$ cat config.mk
export PLATFORM = sky130hd
export DESIGN_NAME = bch_syndrome_calc
export DESIGN_NICKNAME = d
export VERILOG_FILES = /design/src/rtl/bch_pkg.sv /design/src/rtl/bch_gf_mul_const.sv /design/src/rtl/bch_syndrome_calc.sv
export SDC_FILE = /design/constraint.sdc
export NUM_CORES = 1
export LEC_CHECK = 0
export BUFFER_PORTS_ARGS = -buffer_cell sky130_fd_sc_hd__buf_2
export CAP_MARGIN = 20
export CORE_MARGIN = 3
export CORE_UTILIZATION = 45
export DETAILED_ROUTE_END_ITERATION = 8
export PLACE_DENSITY = 0.66
export SETUP_SLACK_MARGIN = 0.4
export SKIP_CTS_REPAIR_TIMING = 1
export SLEW_MARGIN = 20
export SYNTH_ARGS = -nofsm -noshare
export SYNTH_HDL_FRONTEND = slang
export SYNTH_SLANG_ARGS = --single-unit
$ cat constraint.sdc
create_clock -name clk -period 5.2 [get_ports clk]
set_input_delay 1.3 -clock clk [delete_from_list [all_inputs] [get_ports clk]]
set_output_delay 1.3 -clock clk [all_outputs]
set_load 0.05 [all_outputs]
$ cat src/rtl/bch_pkg.sv
// GF(2^13) field definitions and constant helpers shared by the BCH decoder blocks.
// Pure package: no latency, no flow control.
// Field helpers are elaboration-time or combinational only.
package bch_pkg;
  localparam int BCH_M = 13;
  localparam logic [12:0] BCH_POLY = 13'h001B;
  localparam int GF_ORDER = 8191;

  typedef logic [BCH_M-1:0] gf_elem_t;
  typedef enum logic [1:0] {ST_IDLE, ST_ACC, ST_HOLD} bch_state_t;

  function automatic gf_elem_t gf_mul_alpha(gf_elem_t x);
    return {x[BCH_M-2:0], 1'b0} ^ (x[BCH_M-1] ? BCH_POLY : '0);
  endfunction

  function automatic gf_elem_t gf_alpha_pow(int k);
    gf_elem_t r;
    int e;
    e = k % GF_ORDER;
    r = gf_elem_t'(1);
    for (int i = 0; i < e; i++) r = gf_mul_alpha(r);
    return r;
  endfunction

  function automatic gf_elem_t gf_square(gf_elem_t x);
    gf_elem_t r;
    r = '0;
    for (int i = BCH_M - 1; i >= 0; i--) r = gf_mul_alpha(r) ^ (x[i] ? x : '0);
    return r;
  endfunction

  function automatic gf_elem_t gf_square_n(gf_elem_t x, int n);
    gf_elem_t r;
    r = x;
    for (int i = 0; i < n; i++) r = gf_square(r);
    return r;
  endfunction

  // Number of factors of two in j; S_j = S_(j>>n)^(2^n) for binary codes.
  function automatic int trailing_twos(int j);
    int n;
    int v;
    n = 0;
    v = j;
    while (v > 0 && v % 2 == 0) begin
      v = v / 2;
      n++;
    end
    return n;
  endfunction
endpackage

$ cat src/rtl/bch_gf_mul_const.sv
// Multiply a GF(2^13) element by the constant alpha^POWER as a fixed XOR matrix.
// Latency: combinational.
// Backpressure: none.
module bch_gf_mul_const
  import bch_pkg::*;
#(
  parameter int POWER = 1
) (
  input  gf_elem_t din,
  output gf_elem_t dout
);
  gf_elem_t cols [BCH_M];

  // Column i of the matrix is alpha^(POWER+i), the image of basis element x^i.
  for (genvar i = 0; i < BCH_M; i++) begin : g_col
    localparam gf_elem_t COL = gf_alpha_pow(POWER + i);
    assign cols[i] = din[i] ? COL : '0;
  end

  always_comb begin
    dout = '0;
    for (int i = 0; i < BCH_M; i++) dout = dout ^ cols[i];
  end
endmodule

$ cat src/rtl/bch_syndrome_calc.sv
// Bit-serial BCH syndrome generator (S1..S2T by Horner); BCH_SYND_EVEN_SQUARE_EN derives even S from odd.
// Latency: out_valid the cycle after the N-th accepted bit.
// Backpressure: in_ready low while the result waits in HOLD for out_ready.
module bch_syndrome_calc
  import bch_pkg::*;
#(
  parameter int M = 13,
  parameter int T = 8,
  parameter int N = 8191
) (
  input  logic                 clk,
  input  logic                 rst_n,
  input  logic                 in_valid,
  input  logic                 in_bit,
  output logic                 in_ready,
  output logic                 out_valid,
  input  logic                 out_ready,
  output logic [2*T*M-1:0]     syndromes,
  output logic                 err_flag,
  output logic                 busy
);
  localparam int CW = $clog2(N + 1);
`ifdef BCH_SYND_EVEN_SQUARE_EN
  localparam int NREG = T;
`else
  localparam int NREG = 2 * T;
`endif

  bch_state_t      state, state_nxt;
  logic [CW-1:0]   cnt, cnt_inc;
  logic            accept, last_bit, any_nz, err_q;
  gf_elem_t        syn_q [NREG];
  gf_elem_t        prod  [NREG];
  gf_elem_t        syn_d [NREG];

  assign cnt_inc  = cnt + CW'(1);
  assign last_bit = (cnt_inc == CW'(N));
  assign accept   = in_valid & in_ready;

  always_ff @(posedge clk or negedge rst_n) begin
    if (!rst_n) state <= ST_IDLE;
    else        state <= state_nxt;
  end

  always_comb begin
    state_nxt = state;
    in_ready  = 1'b0;
    out_valid = 1'b0;
    busy      = 1'b1;
    case (state)
      ST_IDLE: begin
        in_ready = 1'b1;
        busy     = 1'b0;
        if (in_valid) state_nxt = ST_ACC;
      end
      ST_ACC: begin
        in_ready = 1'b1;
        if (in_valid && last_bit) state_nxt = ST_HOLD;
      end
      ST_HOLD: begin
        out_valid = 1'b1;
        if (out_ready) state_nxt = ST_IDLE;
      end
      default: state_nxt = ST_IDLE;
    endcase
  end

  for (genvar r = 0; r < NREG; r++) begin : g_reg
`ifdef BCH_SYND_EVEN_SQUARE_EN
    localparam int POW = 2 * r + 1;
`else
    localparam int POW = r + 1;
`endif
    bch_gf_mul_const #(.POWER(POW % GF_ORDER)) u_mul (
      .din  (syn_q[r]),
      .dout (prod[r])
    );
    // First bit of a block drops the product so stale syndromes never leak in.
    assign syn_d[r] = ((state == ST_IDLE) ? '0 : prod[r]) ^ gf_elem_t'(in_bit);
  end

  always_comb begin
    any_nz = 1'b0;
    for (int r = 0; r < NREG; r++) any_nz = any_nz | (|syn_d[r]);
  end

  always_ff @(posedge clk or negedge rst_n) begin
    if (!rst_n) begin
      cnt   <= '0;
      err_q <= 1'b0;
      for (int r = 0; r < NREG; r++) syn_q[r] <= '0;
    end else if (accept) begin
      cnt <= last_bit ? '0 : cnt_inc;
      for (int r = 0; r < NREG; r++) syn_q[r] <= syn_d[r];
      if (last_bit) err_q <= any_nz;
    end
  end

`ifdef BCH_SYND_EVEN_SQUARE_EN
  for (genvar j = 1; j <= 2 * T; j++) begin : g_out
    localparam int SQ  = trailing_twos(j);
    localparam int ODD = j >> SQ;
    assign syndromes[(j-1)*M +: M] = gf_square_n(syn_q[(ODD-1)/2], SQ);
  end
`else
  for (genvar j = 0; j < 2 * T; j++) begin : g_out
    assign syndromes[j*M +: M] = syn_q[j];
  end
`endif

  assign err_flag = err_q;
endmodule

==> impl_metrics.toml, run 1 <==
[outcome]
outcome = "completed"

[layout]
diodes = 0
area_delta_synth_final_pct = 15.79
fillCellCount = 2603
ff_latch_area_mm2 = 0.005605
fin_area_mm2 = 0.01522
final_util_pct = 53.77
final_nets = 1565
multiInputGateArea_mm2 = 0.007036
drive_above_1_share_pct = 17.82

[drt]
drt_iter0_drc = 908
via_per_inst = 5.629
drc = 0
routed-via-count = 11004
drt_pass1_iterations = 5
ant_nets = 0
drt_wl_total_um = 40720
post_drt_wl_per_cell_um = 20.83

[cts]
cts_tree = "done"
path_clk_slew_ns = 0.06
worstSkewPairLatency_ns = 0.54
max-clock-path-buffers = 3
cts.htree.levels = 1
cts.sinks = 224
numCtsBuffers = 26
cts_root_buffer = "clkbuf_16"

[logic_synthesis]
avgSynthCellArea_um2 = 9.240
synth_edf_count = 0
seq_area_frac_synth_pct = 42.63
ys_warn_count = 0
synth_cell_types = 58
ys_seq_elements = 224
synth_ff_type = "dfrtp_1"
syn-num-nets = 1430
synthArstFlopShare_pct = 100.0
syn_inst = 1423
syn_area_mm2 = 0.01315

[placed_design]
place_area_mm2 = 0.01438
gp_congestion = 0.9270
io_buffers = 216
dp_hpwl_um = 29170

[timing]
finalHoldViolations = 0
finalCritPeriodShare_pct = 65.88
slew_headroom_pct = 33.62
setup_tns_ns = 0
clock_skew_ns = 0.02089
worstMarginPinSlew_ns = 0.9707
rsz0062_at_grt = "no"
fmax_ghz = 0.2919
finalSetupViolations = 0
slew_viol_final = 0
finalCriticalPeriod_ns = 3.426

[global_routing]
grt_pass1_wl_um = 63090
grt_max_degree = 111
grt-ovfl-total = 0
grt_pass1_vias = 10542
track_usage_pct = 25.64
antenna_found_initial = 0

[die]
die-area_mm2 = 0.03131
io_pins = 217
die_x_um = 176.9
fp-row-count = 61
initial_utilization_pct = 46.44
core_mm2 = 0.02832
die_h_um = 176.9

[critical_path]
start_kind = "flop"
end_kind = "flop"
path_max_fanout = 9
critPathRequiredTime_ns = 5.60
crit_arrival_ns = 3.82
critPathKind = "flop to flop"

[run]
max_cap_violations = 0

[min_path]
hold_class = "flop to flop"
-- cells by family (layout without fill, tap and decap cells) --
group,after synthesis,after routing,share of synthesized area [%]
adders and majority gates,2,2,0.1903
AOI/OAI and AO/OA,303,303,14.41
xor gates and xnor gates,347,347,23.92
DFF,224,224,42.63
buffers and inverters,133,287,4.111
muxes,11,11,0.8564
and+or+nand+nor,403,403,13.88
-- state kept, by name, summed over array words and instances, names as in the netlist --
name,flops
cnt,13
err_flag,1
state,2
syndromes,208
-- worst max-delay path, stage by stage (launching register included) --
cell,delay [ns]
dfrtp_1,0.59
xnor2_1,0.22
or3_1,0.36
a2111oi_0,0.88
a41oi_1,0.21
a2111oi_0,0.55
nor4b_1,0.34
a31oi_1,0.13
-- cell type report --
class | instances | share of cell area (%)
clock inverter | 6 | 0.4602
multi-input combinational | 1066 | 46.21
sequential | 224 | 36.82
inverter | 12 | 0.2959
timing repair buffer | 228 | 8.005
tap | 378 | 3.107
clock buffer | 41 | 5.104
-- cells in the final DEF (no fill, tap or decap), drive strengths merged, types with 18 or more instances in the layout --
cell type / Yosys / layout
o21ai: 169 / 169
nor2: 33 / 33
a21oi: 21 / 21
buf: 37 / 228
nand2: 221 / 221
nand3: 33 / 33
nor3: 33 / 33
xor2: 108 / 108
dfrtp: 224 / 224
a22o: 57 / 57
xnor2: 233 / 233
nor4: 18 / 18
clkbuf: 84 / 41
-- path summary, 6_finish.rpt --
path	from	to	slack, ns	depth (start not counted)
worst max-delay path	syndromes[96]	err_flag	1.77	7
worst min-delay path	cnt[8]	cnt[8]	0.49	1
worst max register to register	syndromes[96]	err_flag	1.77	7
worst min register to register	cnt[8]	cnt[8]	0.49	1
max in group asynchronous	rst_n	syndromes[95]	3.38	2
min in group asynchronous	rst_n	syndromes[115]	0.81	1
-- per-stage QoR --
| step | setup WS (ns) | hold WS, ns | instances |
|---|---|---|---|
| floorplan | 2.195 | 0.4451 | 1423 |
| global placement | 1.727 | 0.4713 | 1908 |
| detailed placement | 1.588 | 0.4786 | 1908 |
| CTS | 1.977 | 0.4920 | 1955 |
| global route | 1.855 | 0.5149 | 1955 |
| finish | 1.774 | 0.4876 | 1955 |
-- Yosys cell counts (all sizes together) (2+ instances only) --
library cell / count / area [um^2]
inv: 11 / 41.29
nor2: 33 / 123.9
mux2i: 9 / 90.09
nand2: 221 / 829.6
xnor3: 5 / 112.6
and3: 13 / 81.33
a32o: 4 / 40.04
or3: 13 / 81.33
a2111oi: 4 / 35.03
o2111ai: 6 / 52.55
xor2: 108 / 953.4
nand3: 33 / 165.2
ha: 2 / 25.02
xnor2: 233 / 2056
o21ai: 169 / 849.6
mux2: 2 / 22.52
and4: 2 / 17.52
nor4: 18 / 112.6
nor3: 33 / 165.2
a22oi: 2 / 15.01
o22ai: 6 / 37.54
or4: 5 / 38.79
a22o: 57 / 500.5
a21oi: 21 / 105.1
o41ai: 2 / 17.52
clkbuf: 84 / 316.6
a31oi: 7 / 43.79
nand3b: 2 / 15.01
a21boi: 2 / 15.01
nor2b: 3 / 18.77
o211ai: 2 / 15.01
nand2b: 11 / 68.82
buf: 37 / 178.9
dfrtp: 224 / 5605
nand4: 12 / 75.07
o31ai: 14 / 105.1
-- routing by layer --
layer  part of all wire [%]  vias to the layer above  GRT usage (%)
met5                      0                        -              0
met4                    2.8                        0          6.939
met3                    6.3                       68          3.582
met2                     47                      378          40.65
met1                     44                     5438          37.05
li1                       -                     5120              -
Power of run 1 is left out: the tool's default activity adds up to more than one toggle a clock period on the data nets, which glitch-free logic cannot reach.
==> run 2: changes to the inputs <==
PLACE_DENSITY = 0.69   (was 0.66)
clock period = 3.02 ns   (was 5.2 ns; I/O delays follow)
==> impl_metrics.toml, run 2 (synthesized netlist as in run 1, its figures left out) <==
[cts]
cts_root_buffer = "clkbuf_16"
cts.htree.levels = 1
path_clk_slew_ns = 0.06
cts.sinks = 224
cts_tree = "done"
numCtsBuffers = 26
max-clock-path-buffers = 3
worstSkewPairLatency_ns = 0.54

[layout]
drive_above_1_share_pct = 23.39
final_cell_mix = "xnor2_1 (226), nand2_1 (218), dfrtp_1 (217)"
largest_register_ff_count = 208
final_common_cell = "xnor2_1"
fillCellCount = 2521
area_delta_synth_final_pct = 21.46
diodes = 0
final_nets = 1629

[timing]
slew_viol_final = 0
slew_headroom_pct = 49.88
finalCritPeriodShare_pct = 88.05
finalCriticalPeriod_ns = 2.659
fmax_ghz = 0.3761
clock_skew_ns = 0.009039
rsz0062_at_grt = "yes"
finalHoldViolations = 0
setup_tns_ns = 0
worstMarginPinSlew_ns = 0.7518
finalSetupViolations = 0

[min_path]
hold_class = "input port to async pin"

[drt]
highest_layer = "met4"
drc = 0
routed-via-count = 11444
wl_met2_um = 20110
post_drt_wl_per_cell_um = 21.13
routedLengthMet1_um = 18550
via_per_inst = 5.665
drt_wl_total_um = 42690
drt_iter0_drc = 975
drt_pass1_iterations = 5
wl_met3_um = 3107
ant_nets = 0

[critical_path]
cp_slowest_cell = "a222oi_1"
path_max_fanout = 7
critPathRequiredTime_ns = 3.43
crit_arrival_ns = 3.07
critPathKind = "flop to flop"
r2r_cells = 8
cp_cell_sequence = "or3_4, a222oi_1, o221ai_1, a2111oi_2, and4_1, a31oi_2, nor4b_2, a31oi_1"
end_kind = "flop"
r2r_slack_ns = 0.36
r2r_start = "syndromes[37]"
start_kind = "flop"
rr_endpoint = "err_flag"
max_stage_delay_ns = 0.49

[placed_design]
dp_hpwl_um = 30430
io_buffers = 216
gp_congestion = 0.9167

[run]
max_cap_violations = 0

[global_routing]
grt_pass1_vias = 10883
grt_max_degree = 90
grt_pass1_wl_um = 65270
track_usage_pct = 26.39
antenna_found_initial = 0
grt-ovfl-total = 0

[die]
die-area_mm2 = 0.03131
io_pins = 217
die_h_um = 176.9
initial_utilization_pct = 46.44
fp-row-count = 61
die_x_um = 176.9
core_mm2 = 0.02832

[outcome]
outcome = "completed"
## run 2: cell types whose count changed in the layout (fill, tap and decap cells not counted), moves of 4 or more
| cell | change |
|---|---|
| xnor2_2 | +5 |
| clkinv_2 | +7 |
| buf_4 | +61 |
| xnor2_1 | -5 |
| clkbuf_1 | -4 |
| dfrtp_2 | +7 |
| nor4_2 | +6 |
| dfrtp_1 | -7 |
| nor4_1 | -8 |
## run 2: cell type report
type | count | area (um^2) | area share (%)
clock inverter | 12 | 110.1 | 0.6894
clock buffer | 36 | 759.5 | 4.756
timing repair buffer | 292 | 1737 | 10.87
multi-input combinational | 1066 | 7228 | 45.26
inverter | 12 | 48.80 | 0.3055
tap | 378 | 473.0 | 2.961
sequential | 224 | 5614 | 35.15
## run 2: worst max-delay path by stage
stage | from | to | slack [ns] | depth (start not counted)
2_1_floorplan | syndromes[72] | err_flag | 0.40 | 9
3_3_place_gp | syndromes[83] | err_flag | -0.17 | 10
3_5_place_dp | syndromes[83] | err_flag | -0.15 | 10
4_1_cts | syndromes[83] | err_flag | -0.21 | 10
5_1_grt | syndromes[187] | err_flag | 0.22 | 9
6_report | syndromes[37] | err_flag | 0.36 | 8
## run 2: critical path: cells and delay by family, from the launching register on
kind | cells | cell delay [ns]
DFF | 1 | 0.47
and+or+nand+nor | 3 | 0.87
AOI/OAI and AO/OA | 5 | 1.18
## run 2: metal layers
layer	track usage, %	vias to the layer above
met3	4.505	57
met4	5.597	0
met5	0	-
li1	-	5232
met2	42.20	429
met1	37.92	5726
## run 2: metrics by stage
step           setup WS [ns]  std cells  instance area [um^2]  utilization (%)  hold WS, ns
4_1_cts              -0.2106       2012                 15720            55.50       0.1783
3_3_place_gp         -0.1710       1964                 14850            52.43       0.4705
3_5_place_dp         -0.1504       1964                 14850            52.43       0.4949
2_1_floorplan         0.4009       1423                 13170                -       0.4451
6_report              0.3609       2020                 15970            56.40       0.1567
5_1_grt               0.2220       2020                 15970            56.40       0.1917
Power of run 2 is left out for the same reason.
==> run 3: changes to the inputs <==
REMOVE_ABC_BUFFERS = 1   (was not set)
==> impl_metrics.toml, run 3 (synthesized netlist as in run 1, its figures left out) <==
[cts]
numCtsBuffers = 26
cts_root_buffer = "clkbuf_16"
cts.sinks = 224
max-clock-path-buffers = 3
worstSkewPairLatency_ns = 0.54
cts_tree = "done"
cts.htree.levels = 1
path_clk_slew_ns = 0.06

[critical_path]
start_kind = "flop"
r2r_slack_ns = 0.17
end_kind = "flop"
r2r_cells = 8
critPathKind = "flop to flop"
r2r_start = "syndromes[62]"
critPathRequiredTime_ns = 3.43
path_max_fanout = 5
crit_arrival_ns = 3.26
rr_endpoint = "err_flag"

[global_routing]
grt-ovfl-total = 0
grt_pass1_wl_um = 66030
antenna_found_initial = 0
grt_pass1_vias = 11017
track_usage_pct = 26.79
grt_max_degree = 109

[timing]
fmax_ghz = 0.3508
finalSetupViolations = 0
slew_headroom_pct = 56.18
rsz0062_at_grt = "yes"
finalCriticalPeriod_ns = 2.851
finalCritPeriodShare_pct = 94.40
clock_skew_ns = 0.01759
finalHoldViolations = 0
slew_viol_final = 0
worstMarginPinSlew_ns = 0.6572

[layout]
final_common_cell = "xnor2_1"
drive_above_1_share_pct = 21.69
largest_register_ff_count = 208
area_delta_synth_final_pct = 19.90
diodes = 0
final_util_pct = 55.68
final_nets = 1621
final_cell_mix = "xnor2_1 (231), nand2_1 (218), dfrtp_1 (218)"

[drt]
drt_iter0_drc = 1203
drt_pass1_iterations = 6
drc = 0
post_drt_wl_per_cell_um = 21.09
ant_nets = 0
via_per_inst = 5.724
routed-via-count = 11505
drt_wl_total_um = 42390

[outcome]
outcome = "completed"

[die]
io_pins = 217
die-area_mm2 = 0.03131
die_x_um = 176.9
fp-row-count = 61
die_h_um = 176.9
initial_utilization_pct = 46.44
core_mm2 = 0.02832

[min_path]
hold_class = "input port to async pin"

[run]
max_cap_violations = 0

[placed_design]
dp_hpwl_um = 30620
io_buffers = 216
gp_congestion = 0.9519
-- run 3: changes by cell type in the layout (fill, tap and decap cells not counted), sizes merged --
cell and delta:
buf -8, clkinv -2, clkbuf -1, clkinvlp +1
-- run 3: layout make-up --
| cell class | instances | area, um^2 |
|---|---|---|
| fill | 2559 | 12550 |
| multi-input combinational | 1066 | 7079 |
| sequential | 224 | 5613 |
| timing repair buffer | 284 | 1689 |
| clock buffer | 35 | 755.7 |
| tap | 378 | 473.0 |
| clock inverter | 11 | 110.1 |
| inverter | 12 | 45.04 |
-- run 3: worst max-delay path by stage --
| stage | startpoint | cells after the start | to | slack [ns] |
|---|---|---|---|---|
| 2_1_floorplan | in_valid | 3 | syndromes[100] | -5.33 |
| 3_3_place_gp | syndromes[47] | 10 | err_flag | -0.23 |
| 3_5_place_dp | syndromes[47] | 10 | err_flag | -0.24 |
| 4_1_cts | syndromes[47] | 10 | err_flag | -0.24 |
| 5_1_grt | syndromes[62] | 8 | err_flag | 0.07 |
| 6_report | syndromes[62] | 8 | err_flag | 0.17 |
-- run 3: metrics by stage --
step	setup WS, ns	setup TNS [ns]	instances	hold slack (ns)	instance area (um^2)
3_3_place_gp	-0.2297	-0.2297	1960	0.4721	14810
4_1_cts	-0.2433	-0.2433	2006	0.2392	15680
3_5_place_dp	-0.2374	-0.2374	1960	0.4957	14810
6_report	0.1690	0	2010	0.2266	15770
5_1_grt	0.06746	0	2010	0.2617	15770
2_1_floorplan	-5.330	-707.88	1302	0.4451	12650
-- run 3: critical path, cell delays in order, from the launching register on --
cell and delay, ns:
dfrtp_2 0.44, or3_1 0.38, a222oi_1 0.60, o221ai_1 0.30, a2111oi_2 0.30, and4_1 0.23
a31oi_1 0.09, nor4b_1 0.29, a31oi_1 0.11
-- run 3: routing by layer --
metal  GRT usage [%]  vias to the layer above  part of all wire, %
met5               0                        -                    0
met4           5.859                        0                  2.6
met3           5.298                       74                  9.0
met2           41.86                      522                   46
met1           38.83                     5668                   43
li1                -                     5241                    -
Power of run 3 is left out for the same reason.
